==> config.mk <==
export PLATFORM = sky130hd
export DESIGN_NAME = cpu_ctrl
export DESIGN_NICKNAME = d
export VERILOG_FILES = /design/src/rtl/cpu_pkg.sv /design/src/rtl/cpu_ctrl.sv
export SDC_FILE = /design/constraint.sdc
export NUM_CORES = 1
export LEC_CHECK = 0
export ABC_AREA = 1
export ABC_CLOCK_PERIOD_IN_PS = 1700
export CAP_MARGIN = 20
export CORE_ASPECT_RATIO = 1.4
export CORE_MARGIN = 3
export CORE_UTILIZATION = 45
export DETAILED_ROUTE_END_ITERATION = 10
export HOLD_SLACK_MARGIN = 0.03
export PLACE_DENSITY = 0.92
export SYNTH_ARGS = -nofsm -noshare
export SYNTH_HDL_FRONTEND = slang
export SYNTH_SLANG_ARGS = --single-unit
==> constraint.sdc <==
create_clock -name clk -period 1.7 [get_ports clk]
set_input_delay 0.34 -clock clk [delete_from_list [all_inputs] [get_ports clk]]
set_output_delay 0.34 -clock clk [all_outputs]
set_load 0.01 [all_outputs]
==> src/rtl/cpu_pkg.sv <==
// Shared definitions for the CPU controller and the ALU beside it: opcodes,
// instruction field layout and the controller state encoding.
package cpu_pkg;

    // ALU opcodes, shared with the ALU; the same values are the instruction ops
    localparam logic [3:0] OP_ADD  = 4'h0;
    localparam logic [3:0] OP_SUB  = 4'h1;
    localparam logic [3:0] OP_AND  = 4'h2;
    localparam logic [3:0] OP_INC  = 4'h3;

    localparam logic [3:0] OP_LDI  = 4'h4;
    localparam logic [3:0] OP_JMP  = 4'h5;
    localparam logic [3:0] OP_JC   = 4'h6;
    localparam logic [3:0] OP_OUT  = 4'h7;
    localparam logic [3:0] OP_HALT = 4'hF;

    localparam int INSTR_W = 12;
    localparam int OP_MSB  = 11;
    localparam int OP_LSB  = 8;
    localparam int IMM_MSB = 7;
    localparam int IMM_LSB = 0;

    typedef enum logic [2:0] {
        S_IDLE,
        S_FETCH,
        S_DECODE,
        S_EXEC,
        S_OUT_WAIT,
        S_HALT
    } state_t;

    function automatic logic is_alu_op(input logic [3:0] op);
        return op <= OP_INC;
    endfunction

endpackage

==> src/rtl/cpu_ctrl.sv <==
// Multi-cycle sequencer: FETCH/DECODE/EXEC over a synchronous instruction ROM,
// driving an external combinational ALU and a valid/ready output port.
module cpu_ctrl
    import cpu_pkg::*;
#(
    parameter int ADDR_W   = 8,
    parameter int RESET_PC = 0
) (
    input  logic              clk,
    input  logic              rst,
    input  logic              start,
    output logic [ADDR_W-1:0] imem_addr,
    output logic              imem_en,
    input  logic [11:0]       imem_data,
    output logic [7:0]        alu_a,
    output logic [7:0]        alu_b,
    output logic [3:0]        alu_opcode,
    input  logic [7:0]        alu_result,
    input  logic              alu_carry,
    output logic [7:0]        out_data,
    output logic              out_valid,
    input  logic              out_ready,
    output logic [7:0]        acc,
    output logic              carry,
    output logic [ADDR_W-1:0] pc,
    output logic              halted
);

    state_t              state;
    logic [INSTR_W-1:0]  ir;
    logic [3:0]          ir_op;
    logic [7:0]          ir_imm;
    logic [ADDR_W-1:0]   pc_inc;

    assign ir_op  = ir[OP_MSB:OP_LSB];
    assign ir_imm = ir[IMM_MSB:IMM_LSB];
    assign pc_inc = pc + ADDR_W'(1);

    // The ROM registers its output, so the enable must be high during FETCH
    // itself, not one cycle later.
    assign imem_addr = pc;
    assign imem_en   = (state == S_FETCH);
    assign halted    = (state == S_HALT);
    assign alu_a     = acc;

    // NOTE: every output of an always_comb gets a default first, so no path
    // leaves it unassigned and no latch is inferred.
    always_comb begin
        alu_opcode = '0;
        alu_b      = '0;
        if (state == S_EXEC && is_alu_op(ir_op)) begin
            alu_opcode = ir_op;
            alu_b      = ir_imm;
        end
    end

    // NOTE: state registers use non-blocking assignments so every register
    // samples pre-edge values; a later assignment to the same register wins.
    always_ff @(posedge clk) begin
        if (rst) begin
            state     <= S_IDLE;
            pc        <= ADDR_W'(RESET_PC);
            acc       <= '0;
            carry     <= 1'b0;
            ir        <= '0;
            out_valid <= 1'b0;
            out_data  <= '0;
        end else begin
            case (state)
                S_IDLE: begin
                    if (start) state <= S_FETCH;
                end
                S_FETCH: begin
                    state <= S_DECODE;
                end
                S_DECODE: begin
                    ir    <= imem_data;
                    state <= S_EXEC;
                end
                S_EXEC: begin
                    state <= S_FETCH;
                    pc    <= pc_inc;
                    case (ir_op)
                        OP_ADD, OP_SUB, OP_AND, OP_INC: begin
                            acc   <= alu_result;
                            carry <= alu_carry;
                        end
                        OP_LDI: acc <= ir_imm;
                        OP_JMP: pc <= ADDR_W'(ir_imm);
                        OP_JC: begin
                            if (carry) pc <= ADDR_W'(ir_imm);
                        end
                        OP_OUT: begin
                            out_data  <= acc;
                            out_valid <= 1'b1;
                            pc        <= pc;
                            state     <= S_OUT_WAIT;
                        end
                        OP_HALT: begin
                            pc    <= pc;
                            state <= S_HALT;
                        end
                        default: ;
                    endcase
                end
                S_OUT_WAIT: begin
                    // out_valid is always high here, so ready alone completes it
                    if (out_ready) begin
                        out_valid <= 1'b0;
                        pc        <= pc_inc;
                        state     <= S_FETCH;
                    end
                end
                S_HALT: begin
                    if (start) begin
                        pc    <= ADDR_W'(RESET_PC);
                        acc   <= '0;
                        carry <= 1'b0;
                        state <= S_FETCH;
                    end
                end
                default: state <= S_IDLE;
            endcase
        end
    end

endmodule

==> Implementation_results.wiki, run 1 <==
{| class="wikitable"
! Metric !! Value
|-
| Run status || completed
|-
| Summed negative setup slack over all endpoints || 0 ns
|-
| Slowest cell delay on critical path || 0.34 ns
|-
| Cell Chain, Critical Path || inv_2, nand3_4, nor2_4, inv_4, buf_6, nor2_2, buf_2
|-
| IR Drop Worst-Case VDD || 0.6414 mV
|-
| Post-layout total power || 3.172 mW
|-
| Max Root-Sink Buffers || 2
|-
| TritonCTS Buffers || 5
|-
| Area contributors post-synth || sky130_fd_sc_hd__dfxtp_1, sky130_fd_sc_hd__nand2_1, sky130_fd_sc_hd__nor2_1, sky130_fd_sc_hd__a21oi_1, sky130_fd_sc_hd__buf_4
|-
| Critical-path maximum fanout || 5
|-
| Diodes inserted || 0
|-
| Combinational share of power || 31.8%
|-
| Net switching power figure || 1.043 mW
|-
| Post-CTS Hold Buffers || 0
|-
| Relative contribution of the clock network to total power || 30.1%
|-
| Syn Area/Cell || 6.545 µm²
|-
| Switching fraction of total power || 32.88%
|-
| Area leader, netlist || sky130_fd_sc_hd__dfxtp_1
|-
| Detailed Route Iter0 Violations || 227
|-
| CORE AREA || 0.004681 mm²
|-
| EDFF count, synth || 0
|-
| Core utilization of the finished layout || 71.56%
|-
| Reg clk slew, reported paths || 0.09 ns
|-
| Residual DRC count || 0
|-
| Place WS || -0.2113 ns
|-
| Endpoints failing setup || 0
|-
| Estimated wirelength of the detail-placed design || 5060 µm
|-
| Cell class contributing the biggest share of worst-path delay || buffers and inverters
|-
| Maximum number of pins on one net before global-route repair || 25
|-
| Floorplan die area || 0.005932 mm²
|-
| Main synth FF type || sky130_fd_sc_hd__dfxtp_1
|-
| Leading cell type in the layout, fill and taps excluded || sky130_fd_sc_hd__nand2_1
|-
| Clock tree root driver cell || sky130_fd_sc_hd__clkbuf_8
|-
| Total Wirelength || 7452 µm
|-
| Crit Path Class || reg2out
|-
| DIE WIDTH || 65.96 µm
|-
| Proportion of netlist area held by the largest area contributor || 36.24%
|-
| Final Hold Vio Count || 0
|-
| DIE HEIGHT || 89.94 µm
|-
| Tightest Pin Transition || 0.5949 ns
|-
| Cell type of the slowest stage on the worst timing path || sky130_fd_sc_hd__dfxtp_2
|-
| Clock tree from TritonCTS || yes
|-
| CP Buf/Inv Count || 4
|-
| Effective utilization at floorplan || 48.38%
|-
| Gr usage total || 24.41%
|-
| Vias in the first global route || 2591
|-
| Commonest cells after routing, fill and taps aside || sky130_fd_sc_hd__nand2_1, sky130_fd_sc_hd__clkdlybuf4s50_1, sky130_fd_sc_hd__nor2_1, sky130_fd_sc_hd__a21oi_1, sky130_fd_sc_hd__dfxtp_1
|-
| Rel. slew slack || 60.30%
|-
| Total of flip-flops plus latches after synthesis || 41
|-
| Synth-to-Final Area Change || 47.90%
|-
| Worst EP arrival || 1.34 ns
|-
| Post-route minimum period || 1.683 ns
|-
| Antenna violations before repair || 0
|-
| Startpoint type of the worst setup path || flop
|-
| Final Slew Violations || 0
|-
| Number of detailed-route iterations in the first pass || 5
|-
| Cell area after synthesis || 0.002265 mm²
|-
| Global-route wire length before repair || 11550 µm
|-
| Quantity of I/O buffers inserted on ports || 78
|-
| Seq/Total Area, Yosys || 36.24%
|-
| Clock Sinks || 41
|-
| Leakage component of the power || 1.440 nW
|-
| Number of nets still failing antenna checks after routing || 0
|-
| Hold_ws || 0.5176 ns
|-
| CP required || 1.36 ns
|-
| Async set or reset register ratio after synthesis || 0%
|-
| Clock insertion delay at the later pin of the skew report || 0.31 ns
|-
| Number of placed I/O pins || 81
|-
| Kind of end point of the critical path || output port
|-
| H-tree lvl count || 2
|-
| Final worst-path cycle share || 99.00%
|-
| Highest attainable clock frequency || 0.5942 GHz
|-
| Row count || 29
|-
| Class of the worst hold path || reg2reg
|-
| Filler cell count in the final layout || 343
|-
| Total vias in the final route || 2741
|-
| Global-route congestion overflow total || 0
|-
| Post-route worst setup slack || 0.01701 ns
|-
| Pwr per Cell Area || 947.1 mW/mm²
|-
| Sequential power share || 38.0%
|-
| Per-cell routed wire length || 14.90 µm
|-
| Number of max-cap violations || 0
|-
| Fin Clk Skew || 0.01077 ns
|-
| Post-layout net count || 463
|-
| Syn Inst Count || 346
|-
| Final RePlAce weighted congestion || 0.9397
|-
| Count of cell types in the netlist || 30
|-
| RSZ-0062 raised after global routing || true
|-
| Drt via density || 5.482
|-
| Internal || 2.129 mW
|-
| Number of warnings reported in the yosys synthesis log || 0
|-
| Ratio of cells with drive above 1 in the final layout || 21.69%
|}
==> power groups by stage <==
stage	Combinational, mW	Sequential (mW)	Clock, mW
after global routing	1.09	1.22	0.984
after global placement	0.877	1.20	0
after detailed placement	0.903	1.20	0
after floorplan	0.519	1.21	0
final	1.01	1.21	0.956
after CTS	0.939	1.19	0.956
==> cells in the mapped netlist, types with 2 or more instances <==
| cell | instances |
|---|---|
| sky130_fd_sc_hd__nand2_1 | 75 |
| sky130_fd_sc_hd__nor2_1 | 55 |
| sky130_fd_sc_hd__dfxtp_1 | 41 |
| sky130_fd_sc_hd__a21oi_1 | 36 |
| sky130_fd_sc_hd__inv_1 | 25 |
| sky130_fd_sc_hd__o21ai_0 | 23 |
| sky130_fd_sc_hd__buf_4 | 20 |
| sky130_fd_sc_hd__nand3_1 | 17 |
| sky130_fd_sc_hd__nand4_1 | 9 |
| sky130_fd_sc_hd__clkbuf_1 | 7 |
| sky130_fd_sc_hd__o21ai_1 | 7 |
| sky130_fd_sc_hd__inv_2 | 5 |
| sky130_fd_sc_hd__nand2_2 | 3 |
| sky130_fd_sc_hd__nand3_2 | 3 |
| sky130_fd_sc_hd__nor2_2 | 3 |
| sky130_fd_sc_hd__buf_2 | 2 |
| sky130_fd_sc_hd__nand3b_1 | 2 |
==> path summary, 6_finish.rpt <==
path / start / end / slack [ns] / depth (start not counted)
worst min-delay path: acc[1] / acc[1] / 0.52 / 2
worst min register to register: acc[1] / acc[1] / 0.52 / 2
worst max-delay path: state[2] / alu_b[1] / 0.02 / 7
worst max register to register: state[1] / ir[2] / 0.08 / 6
==> worst reg2reg max path, cell delays in order (launching register included) <==
cell	delay (ns)
sky130_fd_sc_hd__dfxtp_2	0.37
sky130_fd_sc_hd__buf_4	0.15
sky130_fd_sc_hd__inv_2	0.06
sky130_fd_sc_hd__nor3_2	0.20
sky130_fd_sc_hd__inv_1	0.33
sky130_fd_sc_hd__o21ai_0	0.30
sky130_fd_sc_hd__a21oi_1	0.07
==> area by class of cell <==
cell class	count	area [µm²]	share of cell area [%]
multi-input combinational	245	1199	35.79
timing repair buffer	113	991.0	29.59
sequential	41	829.5	24.77
inverter	31	118.9	3.549
tap	62	77.57	2.316
clock buffer	5	68.82	2.055
clock inverter	3	65.06	1.942
==> sequential cells by signal, indices dropped and copies added (netlist names) <==
register	flops
acc	8
out_data	8
imem_addr	8
ir	12
out_valid	1
state	3
carry	1
==> logic make-up (layout without fill, tap and decap cells) <==
logic type	after synthesis	in the layout	synth area share [%]
flops	41	41	36.24
buf+inv	62	152	14.03
compound gates	70	70	15.97
other cells	1	2	0.1656
simple gates	170	171	32.65
fa+ha+maj	1	1	0.5524
xor+xnor	1	1	0.3868
==> metrics by stage <==
step                      instance area [µm²]  cells
after floorplan                          2268    347
after global placement                   3158    487
after detailed placement                 3158    487
after CTS                                3307    498
after global routing                     3349    500
final                                    3349    500
==> routing by layer <==
layer	vias up	global-route usage [%]	share of wire, %
met4	0	13.39	4.5
li1	1281	-	-
met3	41	5.486	7.2
met1	1263	25.59	35
met5	-	0	0
met2	156	43.43	54
==> what timing repair did <==
item | in CTS | in global routing
pin swaps | 1 | 2
setup endpoints to repair | 12 | 36
gates resized for setup | 59 | 20
gates cloned | 0 | 1
setup buffers | 3 | 2
Power figures use the tool's default switching activity.
==> run 2: changes to the inputs <==
ABC_CLOCK_PERIOD_IN_PS = 1850   (was 1700)
CTS_CLUSTER_SIZE = 10   (was default)
clock period = 1.85 ns   (was 1.7 ns; I/O delays follow)
==> Implementation_results.wiki, run 2 (synthesis results as in run 1) <==
{| class="wikitable"
! Metric !! Value
|-
| Run status || completed (unchanged)
|-
| Antenna violations before repair || 0 (unchanged)
|-
| Register with the most flip-flops || ir (unchanged)
|-
| Tightest Pin Transition || 0.5747 ns (was 0.5949 ns)
|-
| Endpoints failing setup || 0 (unchanged)
|-
| Per-cell routed wire length || 13.51 µm (was 14.90 µm)
|-
| RSZ-0062 raised after global routing || false (was true)
|-
| Cell type of the slowest stage on the worst timing path || sky130_fd_sc_hd__dfxtp_1 (was sky130_fd_sc_hd__dfxtp_2)
|-
| Row count || 29 (unchanged)
|-
| Instance count after placement with tap cells included || 480 (was 487)
|-
| Quantity of I/O buffers inserted on ports || 78 (unchanged)
|-
| Min-Delay Path Depth || 2 (unchanged)
|-
| Floorplan die area || 0.005932 mm² (unchanged)
|-
| Pwr per Cell Area || 842.4 mW/mm² (was 947.1 mW/mm²)
|-
| Number of detailed-route iterations in the first pass || 5 (unchanged)
|-
| Post-route minimum period || 1.745 ns
|-
| Clock Sinks || 41 (unchanged)
|-
| Kind of end point of the critical path || output port (unchanged)
|-
| Diodes inserted || 0 (unchanged)
|-
| Cell depth of the worst flop-to-flop path || 8 (was 6)
|-
| Final RePlAce weighted congestion || 0.9326 (was 0.9397)
|-
| Global-route congestion overflow total || 0 (unchanged)
|-
| Final worst-path cycle share || 94.31%
|-
| Clock insertion delay at the later pin of the skew report || 0.29 ns (was 0.31 ns)
|-
| Ratio of cells with drive above 1 in the final layout || 14.99% (was 21.69%)
|-
| Worst EP arrival || 1.37 ns (was 1.34 ns)
|-
| Maximum number of pins on one net before global-route repair || 25 (unchanged)
|-
| Gr usage total || 22.18% (was 24.41%)
|-
| Slowest cell delay on critical path || 0.32 ns (was 0.34 ns)
|-
| Commonest cells after routing, fill and taps aside || sky130_fd_sc_hd__nand2_1, sky130_fd_sc_hd__clkdlybuf4s50_1, sky130_fd_sc_hd__nor2_1, sky130_fd_sc_hd__dfxtp_1, sky130_fd_sc_hd__a21oi_1 (was sky130_fd_sc_hd__nand2_1, sky130_fd_sc_hd__clkdlybuf4s50_1, sky130_fd_sc_hd__nor2_1, sky130_fd_sc_hd__a21oi_1, sky130_fd_sc_hd__dfxtp_1)
|-
| Total Wirelength || 6608 µm (was 7452 µm)
|-
| Effective utilization at floorplan || 48.38% (unchanged)
|-
| H-tree lvl count || 2 (unchanged)
|-
| Number of nets still failing antenna checks after routing || 0 (unchanged)
|-
| Number of placed I/O pins || 81 (unchanged)
|-
| IR Drop Worst-Case VDD || 0.4681 mV (was 0.6414 mV)
|-
| Leakage component of the power || 1.370 nW (was 1.440 nW)
|-
| Leading cell type in the layout, fill and taps excluded || sky130_fd_sc_hd__nand2_1 (unchanged)
|-
| Final Hold Vio Count || 0 (unchanged)
|-
| DIE WIDTH || 65.96 µm (unchanged)
|-
| CP required || 1.48 ns (was 1.36 ns)
|-
| Startpoint type of the worst setup path || flop (unchanged)
|-
| Crit Path Class || reg2out (unchanged)
|-
| Post-CTS Hold Buffers || 0 (unchanged)
|-
| Highest attainable clock frequency || 0.5732 GHz
|-
| Fin Clk Skew || 0.007893 ns (was 0.01077 ns)
|-
| Stages on worst setup path || 5 (was 7)
|-
| Cell class contributing the biggest share of worst-path delay || buffers and inverters (unchanged)
|-
| Place WS || -0.06324 ns (was -0.2113 ns)
|-
| Rel. slew slack || 61.64% (was 60.30%)
|-
| TritonCTS Buffers || 5 (unchanged)
|-
| Number of max-cap violations || 0 (unchanged)
|-
| Vias in the first global route || 2368 (was 2591)
|-
| Clock tree root driver cell || sky130_fd_sc_hd__clkbuf_8 (unchanged)
|-
| Cell Chain, Critical Path || buf_4, inv_1, nand3_2, inv_2, dlygate4sd2_1 (was inv_2, nand3_4, nor2_4, inv_4, buf_6, nor2_2, buf_2)
|-
| Max Root-Sink Buffers || 2 (unchanged)
|-
| Global-route wire length before repair || 10580 µm (was 11550 µm)
|-
| Total vias in the final route || 2542 (was 2741)
|-
| Reg clk slew, reported paths || 0.08 ns (was 0.09 ns)
|-
| Class of the worst hold path || reg2reg (unchanged)
|-
| Drt via density || 5.198 (was 5.482)
|-
| Residual DRC count || 0 (unchanged)
|-
| Estimated wirelength of the detail-placed design || 4959 µm (was 5060 µm)
|-
| Post-layout net count || 452 (was 463)
|-
| Clock tree from TritonCTS || yes (unchanged)
|-
| CP Buf/Inv Count || 4 (unchanged)
|-
| Non-Filler Instances || 489 (was 500)
|-
| Detailed Route Iter0 Violations || 151 (was 227)
|-
| Filler cell count in the final layout || 368 (was 343)
|-
| DIE HEIGHT || 89.94 µm (unchanged)
|-
| Critical-path maximum fanout || 4 (was 5)
|-
| Synth-to-Final Area Change || 40.94% (was 47.90%)
|-
| Final Slew Violations || 0 (unchanged)
|-
| Post-route worst setup slack || 0.1053 ns (was 0.01701 ns)
|-
| CORE AREA || 0.004681 mm² (unchanged)
|-
| Largest register FFs || 12 (unchanged)
|}
[run 2: stage by stage]
stage               instance area [µm²]  hold WS [ns]  total power [mW]  utilization [%]  TNS (ns)
finish                             3192        0.5080             2.689            68.19         0
CTS                                3222        0.5064             2.658            68.83         0
detailed placement                 3105        0.4976             1.923            66.35   -0.2686
global placement                   3105        0.4693             1.892            66.35         0
global route                       3192        0.5293             2.814            68.19         0
floorplan                          2268        0.4556             1.587                -         0
[run 2: report_power, final]
part           internal (mW)  total, mW  switching [mW]  leakage [nW]
Sequential             0.989       1.09           0.105         0.333
Combinational          0.392      0.845           0.453         0.979
Clock                  0.440      0.749           0.309        0.0585
Total                   1.82       2.69           0.868          1.37
[run 2: final timing paths]
path                                 from          end  slack [ns]
worst max-delay path             state[1]       halted        0.11
worst min-delay path            out_valid    out_valid        0.51
worst min register to register  out_valid    out_valid        0.51
worst max register to register     ir[10]  out_data[6]        0.15
[run 2: final cells by class]
class                           count  area (µm²)  share of cell area (%)
Clock buffer                        7       86.33                   2.705
Inverter                           31       116.4                   3.646
Timing Repair Buffer              103       917.1                   28.73
Multi-Input combinational cell    244        1142                   35.79
Sequential cell                    41       822.0                   25.75
Tap cell                           62       77.57                   2.430
Clock inverter                      1       30.03                  0.9408
[run 2: routing by layer]
layer  global-route usage [%]  vias up  share of wire (%)
li1                         -     1253                  -
met1                    24.34     1168                 37
met2                    40.08       99                 54
met3                    3.741       22                5.1
met4                    10.17        0                3.4
met5                        0        -                  0
[run 2: tightest hold or removal path, stage by stage, from the launching register on]
cell                      delay (ns)
sky130_fd_sc_hd__dfxtp_1        0.31
sky130_fd_sc_hd__o21ai_0        0.08
sky130_fd_sc_hd__a21oi_1        0.07
[run 2: what timing repair did]
item	in CTS	in global routing
setup buffers	1	0
pin swaps	1	0
endpoints found under the setup margin	12	15
gates resized for setup	29	14
